--- config.mk ---
export PLATFORM = sky130hd
export DESIGN_NAME = scr1_imem_sram_resp
export DESIGN_NICKNAME = d
export VERILOG_FILES = /design/src/rtl/scr1_imem_sram_resp.sv
export SDC_FILE = /design/constraint.sdc
export NUM_CORES = 1
export LEC_CHECK = 0
export CORE_UTILIZATION = 20
export DETAILED_ROUTE_END_ITERATION = 10
export PLACE_DENSITY_LB_ADDON = 0.25
export SKIP_LAST_GASP = 1
export SYNTH_ARGS = -nofsm -noshare
export SYNTH_HDL_FRONTEND = slang
export SYNTH_SLANG_ARGS = --single-unit
--- constraint.sdc ---
create_clock -name clk -period 1.22 [get_ports clk]
set_clock_uncertainty 0.05 [all_clocks]
set_input_delay 0.244 -clock clk [delete_from_list [all_inputs] [get_ports clk]]
set_output_delay 0.244 -clock clk [all_outputs]
set_load 0.01 [all_outputs]
--- src/rtl/scr1_imem_sram_resp.sv ---
// Instruction-memory responder: serves IMEM fetch requests from a single-port
// synchronous SRAM (one-cycle read latency) with optional wait states.
package scr1_memif_pkg;
    localparam int SCR1_IMEM_AWIDTH = 32;
    localparam int SCR1_IMEM_DWIDTH = 32;

    typedef enum logic {
        SCR1_MEM_CMD_RD = 1'b0,
        SCR1_MEM_CMD_WR = 1'b1
    } type_scr1_mem_cmd_e;

    typedef enum logic [1:0] {
        SCR1_MEM_RESP_NOTRDY = 2'b00,
        SCR1_MEM_RESP_RDY_OK = 2'b01,
        SCR1_MEM_RESP_RDY_ER = 2'b10
    } type_scr1_mem_resp_e;
endpackage

module scr1_imem_sram_resp
    import scr1_memif_pkg::*;
#(
    parameter int SCR1_MEM_AWIDTH  = 14,
    parameter int SCR1_WAIT_CYCLES = 0
) (
    input  logic                        clk,
    input  logic                        rst_n,
    output logic                        imem_req_ack,
    input  logic                        imem_req,
    input  type_scr1_mem_cmd_e          imem_cmd,
    input  logic [SCR1_IMEM_AWIDTH-1:0] imem_addr,
    output logic [SCR1_IMEM_DWIDTH-1:0] imem_rdata,
    output type_scr1_mem_resp_e         imem_resp,
    output logic                        sram_ce,
    output logic [SCR1_MEM_AWIDTH-1:0]  sram_addr,
    input  logic [31:0]                 sram_rdata
);

    localparam logic [3:0] WAIT_INIT = 4'(SCR1_WAIT_CYCLES);
    localparam bit         NO_WAIT   = (SCR1_WAIT_CYCLES == 0);

    typedef enum logic [1:0] {
        ST_IDLE = 2'd0,
        ST_WAIT = 2'd1,
        ST_RESP = 2'd2
    } state_e;

    // Non-read commands, misaligned or out-of-range addresses never reach SRAM.
    function automatic logic req_err(input type_scr1_mem_cmd_e cmd,
                                     input logic [SCR1_IMEM_AWIDTH-1:0] addr);
        logic [SCR1_IMEM_AWIDTH-1:0] hi_mask;
        hi_mask = {SCR1_IMEM_AWIDTH{1'b1}} << (SCR1_MEM_AWIDTH + 2);
        return (cmd != SCR1_MEM_CMD_RD) | (addr[1:0] != 2'b00) | (|(addr & hi_mask));
    endfunction

    state_e      state_r;
    state_e      state_nxt_s;
    state_e      state_acc_s;
    logic [3:0]  wcnt_r;
    logic        err_r;
    logic [31:0] data_r;
    logic        rd_pend_r;
    logic        req_ack_s;
    logic        accept_s;
    logic        err_s;

    // Acceptance decode shared by the FSM, datapath and outputs.
    always_comb begin
        req_ack_s = 1'b0;
        case (state_r)
            ST_IDLE: req_ack_s = 1'b1;
            ST_RESP: req_ack_s = ~err_r;
            default: req_ack_s = 1'b0;
        endcase
        accept_s    = rst_n & imem_req & req_ack_s;
        err_s       = req_err(imem_cmd, imem_addr);
        state_acc_s = NO_WAIT ? ST_RESP : ST_WAIT;
    end

    // State register.
    always_ff @(posedge clk) begin
        if (!rst_n) begin
            state_r <= ST_IDLE;
        end else begin
            state_r <= state_nxt_s;
        end
    end

    // Next-state logic.
    always_comb begin
        state_nxt_s = state_r;
        case (state_r)
            ST_IDLE: begin
                if (accept_s) state_nxt_s = state_acc_s;
                else          state_nxt_s = ST_IDLE;
            end
            ST_WAIT: begin
                if (wcnt_r == 4'd1) state_nxt_s = ST_RESP;
                else                state_nxt_s = ST_WAIT;
            end
            ST_RESP: begin
                if (accept_s) state_nxt_s = state_acc_s;
                else          state_nxt_s = ST_IDLE;
            end
            default: state_nxt_s = ST_IDLE;
        endcase
    end

    // Wait counter, error flag and captured read data.
    always_ff @(posedge clk) begin
        if (!rst_n) begin
            wcnt_r    <= 4'd0;
            err_r     <= 1'b0;
            data_r    <= 32'd0;
            rd_pend_r <= 1'b0;
        end else begin
            rd_pend_r <= sram_ce;
            if (rd_pend_r) begin
                data_r <= sram_rdata;
            end
            if (accept_s) begin
                err_r  <= err_s;
                wcnt_r <= WAIT_INIT;
            end else if (state_r == ST_WAIT) begin
                wcnt_r <= wcnt_r - 4'd1;
            end
        end
    end

    // Outputs; held at reset values while rst_n is low so no response escapes.
    always_comb begin
        imem_req_ack = 1'b1;
        imem_resp    = SCR1_MEM_RESP_NOTRDY;
        imem_rdata   = {SCR1_IMEM_DWIDTH{1'b0}};
        sram_ce      = 1'b0;
        sram_addr    = imem_addr[SCR1_MEM_AWIDTH+1:2];
        if (!rst_n) begin
            imem_req_ack = 1'b1;
        end else begin
            imem_req_ack = req_ack_s;
            sram_ce      = accept_s & ~err_s;
            case (state_r)
                ST_RESP: begin
                    if (err_r) begin
                        imem_resp  = SCR1_MEM_RESP_RDY_ER;
                        imem_rdata = {SCR1_IMEM_DWIDTH{1'b0}};
                    end else begin
                        imem_resp  = SCR1_MEM_RESP_RDY_OK;
                        imem_rdata = NO_WAIT ? sram_rdata : data_r;
                    end
                end
                default: begin
                    imem_resp  = SCR1_MEM_RESP_NOTRDY;
                    imem_rdata = {SCR1_IMEM_DWIDTH{1'b0}};
                end
            endcase
        end
    end

endmodule
==> impl_metrics.py, run 1 <==
metrics = {
    "run_status": {
        "status": "finished with violations",
        "failed_checks": "setup timing",
    },
    "sta": {
        "maxSlewHeadroom_pct": 82.50,
        "hold_viol_final": 0,
        "post-route-period-util_pct": 130.6,
        "setup_slack_ns": -0.3735,
        "fmaxAchievable_ghz": 0.6276,
        "tightest_slew_ns": 0.2590,
        "setup_tns_ns": -12.62,
        "setup_viol": 38,
        "finalCriticalPeriod_ns": 1.593,
        "drv_slew": 0,
        "rsz0062_at_grt": "yes",
    },
    "clock_tree": {
        "cts_buffers": 3,
        "htree_levels": 1,
        "cts_root_buffer": "clkbuf_8",
        "path_clk_slew_ns": 0.04,
        "clock_sinks": 7,
        "cts_max_path_buffers": 2,
        "cts_tree": "built",
        "cts_hold_buf": 0,
        "insertion_delay_ns": 0.23,
    },
    "pwr": {
        "p_leak_uw": 0.0008477,
        "p_per_area_nw_per_um2": 451.8,
        "max-vdd-ir-drop_uv": 599.6,
    },
    "critical_path": {
        "critPathMaxFanout": 9,
        "startpoint": "state_r[0]$_SDFF_PN0_",
        "crit_path_start_kind": "register",
        "crit_type": "reg -> out",
        "r2r-start": "state_r[0]$_SDFF_PN0_",
        "worstPathRequired_ns": 0.93,
        "ff2ff_path_depth": 7,
        "regToRegSetupSlack_ns": -0.26,
        "reg2reg_to": "err_r$_SDFFE_PN0N_",
        "crit_arrival_ns": 1.30,
        "end_kind": "output pin",
    },
    "routing": {
        "drcViolationCount": 0,
        "drt_iter0_drc": 12,
        "num_vias": 999,
        "drt-pass1-iter-count": 4,
        "postRouteAntennaNets": 0,
        "wl_microns": 2998,
        "wl_per_cell_microns": 12.54,
        "viasPerCell": 4.180,
    },
    "placement": {
        "numPortBuffers": 89,
        "placed_cells": 227,
        "gp_congestion": 0.7969,
        "post_dp_cell_area_sq_um": 1732,
        "hpwlAfterDp_microns": 2341,
    },
    "synth": {
        "syn_inst": 96,
        "yosysMostFrequentCell": "and2_1",
        "ys_top_cells_by_count": "and2_1 (32), buf_4 (14), dfxtp_1 (7)",
        "yosys_warnings": 0,
        "synth_edf_count": 0,
        "syn-cell-area_sq_um": 745.7,
        "synth_area_leader_cell": "and2_1",
        "yosysUniqueCellTypes": 25,
        "synth_top_area_share_pct": 26.85,
        "ys_async_sr_fraction_pct": 0,
        "synth.avg_cell_area_sq_um": 7.768,
        "synth_area_leaders": "and2_1 (27%), dfxtp_1 (19%), buf_4 (14%)",
        "ys_seq_elements": 7,
        "synth_flop_cell": "dfxtp_1",
        "synthesis.nets": 166,
        "yosysSeqAreaShare_pct": 18.79,
    },
    "run": {
        "maxCapViolCount": 0,
    },
    "final_layout": {
        "fillCellCount": 299,
        "syn_to_final_growth_pct": 154.4,
        "drive_gt1_share_pct": 55.96,
        "diodes": 0,
        "design_area_sq_um": 1897,
        "fin_nets": 264,
        "instances_no_fill": 239,
    },
    "die": {
        "die_h_microns": 63.06,
        "num_io_pins": 118,
        "core-area_sq_um": 3442,
        "start_util_pct": 21.66,
        "fp-row-count": 21,
        "fp.dieW_microns": 63.06,
        "fp.dieArea_sq_um": 3977,
    },
    "grt": {
        "first_global_vias": 1025,
        "antenna_found_initial": 0,
        "track_usage_pct": 15.06,
        "grt_pass1_wl_microns": 4754,
        "grt_max_degree": 10,
        "grt_overflow_total": 0,
    },
    "worst_hold_path": {
        "min_path_type": "reg -> reg",
        "hold-path-endpoint": "wcnt_r[3]$_SDFFE_PP0P_",
        "hp-start": "wcnt_r[3]$_SDFFE_PP0P_",
        "hold_depth": 2,
    },
}
==> critical path: stages (launching register included) <==
cell	delay, ns
dfxtp_2	0.33
nor2b_4	0.11
and3b_4	0.25
buf_6	0.14
and2_1	0.12
buf_2	0.12
==> area by class of cell <==
type,instances,area [sq um],area share (%)
multi-input cells,69,590.6,31.13
well taps,46,57.56,3.034
clock buffers,4,45.04,2.375
repair buffers,110,1051,55.41
inverters,3,11.26,0.5937
flip-flops and latches,7,141.4,7.454
==> registers in the layout, summed over array words and instances, names as in the netlist <==
| signal | cells |
|---|---|
| wcnt_r | 4 |
| state_r | 2 |
| err_r | 1 |
==> repair_timing <==
action / CTS / global route
gates resized for setup: 215 / 19
endpoints found under the hold margin: 0 / 0
setup buffers: 11 / 1
pin swaps: 30 / 7
endpoints found under the setup margin: 42 / 39
gates cloned: 2 / 0
==> metrics by stage <==
stage | utilization, % | power (uW) | hold WS, ns | setup slack [ns]
3_5_place_dp | 50.31 | 535.2 | 0.4203 | -1.004
3_3_place_gp | 50.31 | 530.4 | 0.4105 | -0.9837
5_1_grt | 55.11 | 896.7 | 0.4380 | -0.4296
2_1_floorplan | - | 349.9 | 0.3620 | -0.06629
6_report | 55.11 | 857.1 | 0.4270 | -0.3735
4_1_cts | 56.74 | 868.8 | 0.4252 | -0.4475
==> per-layer routing <==
| layer | wire length (microns) | GRT usage (%) | part of all wire, % |
|---|---|---|---|
| met1 | 1068 | 14.72 | 36 |
| met2 | 1629 | 29.57 | 54 |
| met3 | 244 | 4.710 | 8.1 |
| met4 | 56 | 4.360 | 1.9 |
| met5 | 0 | 0 | 0 |
==> placed cells by master, fill, tap and decap left out, types with 2 or more instances in the layout <==
| master | count |
|---|---|
| buf_6 | 34 |
| clkdlybuf4s50_1 | 33 |
| nor3_2 | 3 |
| ha_1 | 2 |
| dfxtp_1 | 6 |
| clkdlybuf4s15_1 | 4 |
| nand3_1 | 2 |
| nand2_1 | 2 |
| nand2b_1 | 2 |
| dlygate4sd2_1 | 12 |
| clkbuf_8 | 3 |
| and2_1 | 2 |
| buf_2 | 5 |
| and2_4 | 30 |
| nand3b_1 | 2 |
| nor2_1 | 4 |
| nor4_2 | 3 |
| clkbuf_2 | 4 |
| buf_4 | 17 |
| inv_1 | 3 |
==> cell families (layout without fill, tap and decap cells) <==
| group | Yosys count | after routing | synth area share [%] |
|---|---|---|---|
| AOI/OAI and AO/OA | 8 | 8 | 8.725 |
| DFF | 7 | 7 | 18.79 |
| adders and majority gates | 2 | 2 | 3.355 |
| buffers and inverters | 20 | 117 | 20.13 |
| xor gates and xnor gates | 2 | 2 | 2.349 |
| and+or+nand+nor | 57 | 57 | 46.64 |
==> how the worst max path moves through the flow <==
stage	slack [ns]	to	depth (start not counted)
finish	-0.37	imem_rdata[31]	5
global route	-0.43	imem_rdata[31]	5
CTS	-0.45	imem_rdata[22]	6
detailed placement	-1.00	imem_rdata[25]	6
global placement	-0.98	imem_rdata[27]	6
floorplan	-0.07	imem_rdata[22]	4
==> power breakdown <==
part           leakage (uW)  switching, uW  internal, uW  total [uW]
logic              0.000768           85.6           214         300
clock network     0.0000228           94.2           225         320
registers         0.0000574           2.67           235         238
No activity file was read; power rests on OpenSTA's default activity.
==> inputs of run 2 (changes only) <==
Settings changed: ABC_AREA from default to 1, CORE_UTILIZATION 20 to 22.
==> run 2 against run 1 <==
Sequential share of layout area barely moved. Critical endpoint is now imem_rdata[26]. Critical path type unchanged. Register-to-register slack better by 0.18 ns. Hold slack improved by 0.011 ns. The run still ends with setup timing left. Largest cell class unchanged. Highest routed layer unchanged. Largest power group is now combinational logic.
==> impl_metrics.py, run 2 <==
metrics = {
    "final_layout": {
        "design_area_sq_um": 2006,
        "top_regs": "wcnt_r (4), state_r (2), err_r (1)",
        "fin_nets": 325,
        "fillCellCount": 372,
        "drive_gt1_share_pct": 40.55,
        "mostFrequentLayoutCells": "clkdlybuf4s50_1 (41), inv_1 (38), nor2_1 (27)",
        "diodes": 0,
        "largest_register_ffs": 4,
        "syn_to_final_growth_pct": 135.0,
        "regMostFlops": "wcnt_r",
        "final_common_cell": "clkdlybuf4s50_1",
    },
    "critical_path": {
        "crit_path_max_incr_delay_ns": 0.36,
        "end_kind": "output pin",
        "crit_cells": 6,
        "cp_slowest_cell": "dfxtp_4",
        "crit_chain": "inv_4, nor2_4, nand3_4, clkbuf_16, nor2_2, buf_2",
        "critPathMaxFanout": 8,
        "regToRegSetupSlack_ns": -0.08,
        "crit_arrival_ns": 1.31,
        "crit_path_start_kind": "register",
        "crit_family": "buffers and inverters",
        "worstPathRequired_ns": 0.93,
        "ff2ff_path_depth": 7,
        "path_buf_inv": 3,
        "crit_type": "reg -> out",
    },
    "run": {
        "maxCapViolCount": 0,
    },
    "synth": {
        "synth_edf_count": 0,
        "syn-cell-area_sq_um": 853.3,
        "syn_inst": 156,
        "synth_area_leaders": "nor2_1 (21%), inv_1 (17%), dfxtp_1 (16%)",
        "synth_top_family_by_area": "simple AND/OR/NAND/NOR gates",
        "synthSimpleGateAreaFrac_pct": 41.79,
        "synth_flop_cell": "dfxtp_1",
        "ys_async_sr_fraction_pct": 0,
        "synth_mux_area_share_pct": 0,
        "synth_top_area_share_pct": 21.11,
        "synth_compound_area_share_pct": 3.079,
        "synth_area_leader_cell": "nor2_1",
        "yosysMostFrequentCell": "nor2_1",
        "ys_seq_elements": 7,
        "yosys_warnings": 0,
        "synth_xor_area_share_pct": 1.026,
        "synthesis.nets": 226,
        "synth.avg_cell_area_sq_um": 5.470,
        "yosysUniqueCellTypes": 21,
        "synthAdderAreaFrac_pct": 2.933,
        "yosysSeqAreaShare_pct": 16.42,
        "ys_top_cells_by_count": "nor2_1 (48), inv_1 (39), nand2_1 (17)",
    },
    "clock_tree": {
        "cts_tree": "built",
        "cts_max_path_buffers": 2,
        "cts_buffers": 3,
        "htree_levels": 1,
        "insertion_delay_ns": 0.23,
        "clock_sinks": 7,
        "path_clk_slew_ns": 0.04,
        "cts_root_buffer": "clkbuf_8",
    },
    "routing": {
        "wl_microns": 3233,
        "num_vias": 1214,
        "drt_iter0_drc": 22,
        "viasPerCell": 4.020,
        "postRouteAntennaNets": 0,
        "drcViolationCount": 0,
        "wl_per_cell_microns": 10.71,
        "drt-pass1-iter-count": 4,
    },
    "die": {
        "die_h_microns": 64.28,
        "core-area_sq_um": 3689,
        "fp.dieArea_sq_um": 4132,
        "fp.dieW_microns": 64.28,
        "fp-row-count": 22,
        "start_util_pct": 23.13,
        "num_io_pins": 118,
    },
    "run_status": {
        "status": "finished with violations",
        "failed_checks": "setup timing",
    },
    "pwr": {
        "clkPwrFrac_pct": 36.2,
        "p_per_area_nw_per_um2": 450.0,
        "pwr-share-comb_pct": 37.5,
        "p_int_uw": 670.8,
        "p_leak_uw": 0.001043,
        "switching_share_pct": 25.69,
        "seqPwrFrac_pct": 26.3,
        "max-vdd-ir-drop_uv": 588.7,
        "p_sw_uw": 231.9,
    },
    "sta": {
        "setup_slack_ns": -0.3861,
        "fmaxAchievable_ghz": 0.6226,
        "finalCriticalPeriod_ns": 1.606,
        "holdWs_ns": 0.4380,
        "drv_slew": 0,
        "post-route-period-util_pct": 131.6,
        "setup_viol": 40,
        "tightest_slew_ns": 0.2005,
        "maxSlewHeadroom_pct": 86.63,
        "hold_viol_final": 0,
        "rsz0062_at_grt": "yes",
    },
    "worst_hold_path": {
        "min_path_type": "in -> out",
        "hold_depth": 0,
    },
    "placement": {
        "hpwlAfterDp_microns": 2115,
        "post_dp_cell_area_sq_um": 1762,
        "gp_congestion": 0.7178,
        "numPortBuffers": 89,
    },
    "grt": {
        "grt_max_degree": 34,
        "grt_pass1_wl_microns": 4202,
        "first_global_vias": 974,
        "antenna_found_initial": 0,
        "track_usage_pct": 12.65,
        "grt_overflow_total": 0,
    },
}
==> run 2: cell types whose count changed in the layout (fill, tap and decap cells not counted), moves of 14 or more <==
cell | before | now
and2_4 | 30 | 0
buf_2 | 5 | 23
buf_6 | 34 | 14
inv_1 | 3 | 38
nor2_1 | 4 | 27
nor2_2 | 0 | 14
nor2_4 | 0 | 14
==> run 2: cells by family (layout without fill, tap and decap cells) <==
family                     after synthesis  in the layout
and+or+nand+nor                         82             82
buffers and inverters                   59            157
DFF                                      7              7
AOI/OAI and AO/OA                        5              5
adders and majority gates                2              2
xor gates and xnor gates                 1              1
==> run 2: cell type report <==
cell class / count / area [sq um] / area share, %
sequential: 7 / 148.9 / 7.424
multi-input combinational: 90 / 563.0 / 28.07
tap: 48 / 60.06 / 2.994
inverter: 42 / 162.7 / 8.110
clock buffer: 4 / 45.04 / 2.246
timing repair buffer: 111 / 1026 / 51.15
==> run 2: per-stage QoR <==
step | setup WS [ns] | utilization, % | cells | TNS [ns] | total power [uW]
finish | -0.3861 | 54.38 | 302 | -12.34 | 902.6
global placement | -0.8210 | 47.76 | 285 | -29.85 | 544.0
CTS | -0.4183 | 49.80 | 291 | -12.87 | 866.9
detailed placement | -0.8589 | 47.76 | 285 | -30.38 | 547.0
floorplan | 0.003901 | - | 156 | 0 | 370.1
global route | -0.4459 | 54.38 | 302 | -14.84 | 955.6
==> run 2: what timing repair did <==
action / in CTS / in global routing
pin swaps: 13 / 9
setup buffers: 2 / 7
endpoints found under the setup margin: 41 / 39
hold buffers: 0 / 0
cloned: 0 / 4
resized for setup: 116 / 98
==> run 2: path summary, 6_finish.rpt <==
path / from / to
worst min-delay path: imem_addr[2] / sram_addr[0]
worst max-delay path: state_r[1]$_SDFF_PN0_ / imem_rdata[26]
worst max register to register: state_r[0]$_SDFF_PN0_ / wcnt_r[1]$_SDFFE_PP0P_
worst min register to register: wcnt_r[1]$_SDFFE_PP0P_ / wcnt_r[1]$_SDFFE_PP0P_
==> run 2: power groups by stage <==
stage,Combinational [uW],Sequential [uW],Clock [uW]
2_1_floorplan,128,242,0
3_3_place_gp,301,243,0
3_5_place_dp,304,243,0
4_1_cts,294,239,334
5_1_grt,367,238,351
6_report,338,237,327
==> run 2: per-layer routing <==
layer	up-vias	share of wire (%)	GRT usage, %
li1	625	-	-
met1	529	37	13.24
met2	53	53	22.89
met3	7	9.2	5.179
met4	0	0.84	3.611
met5	-	0	0
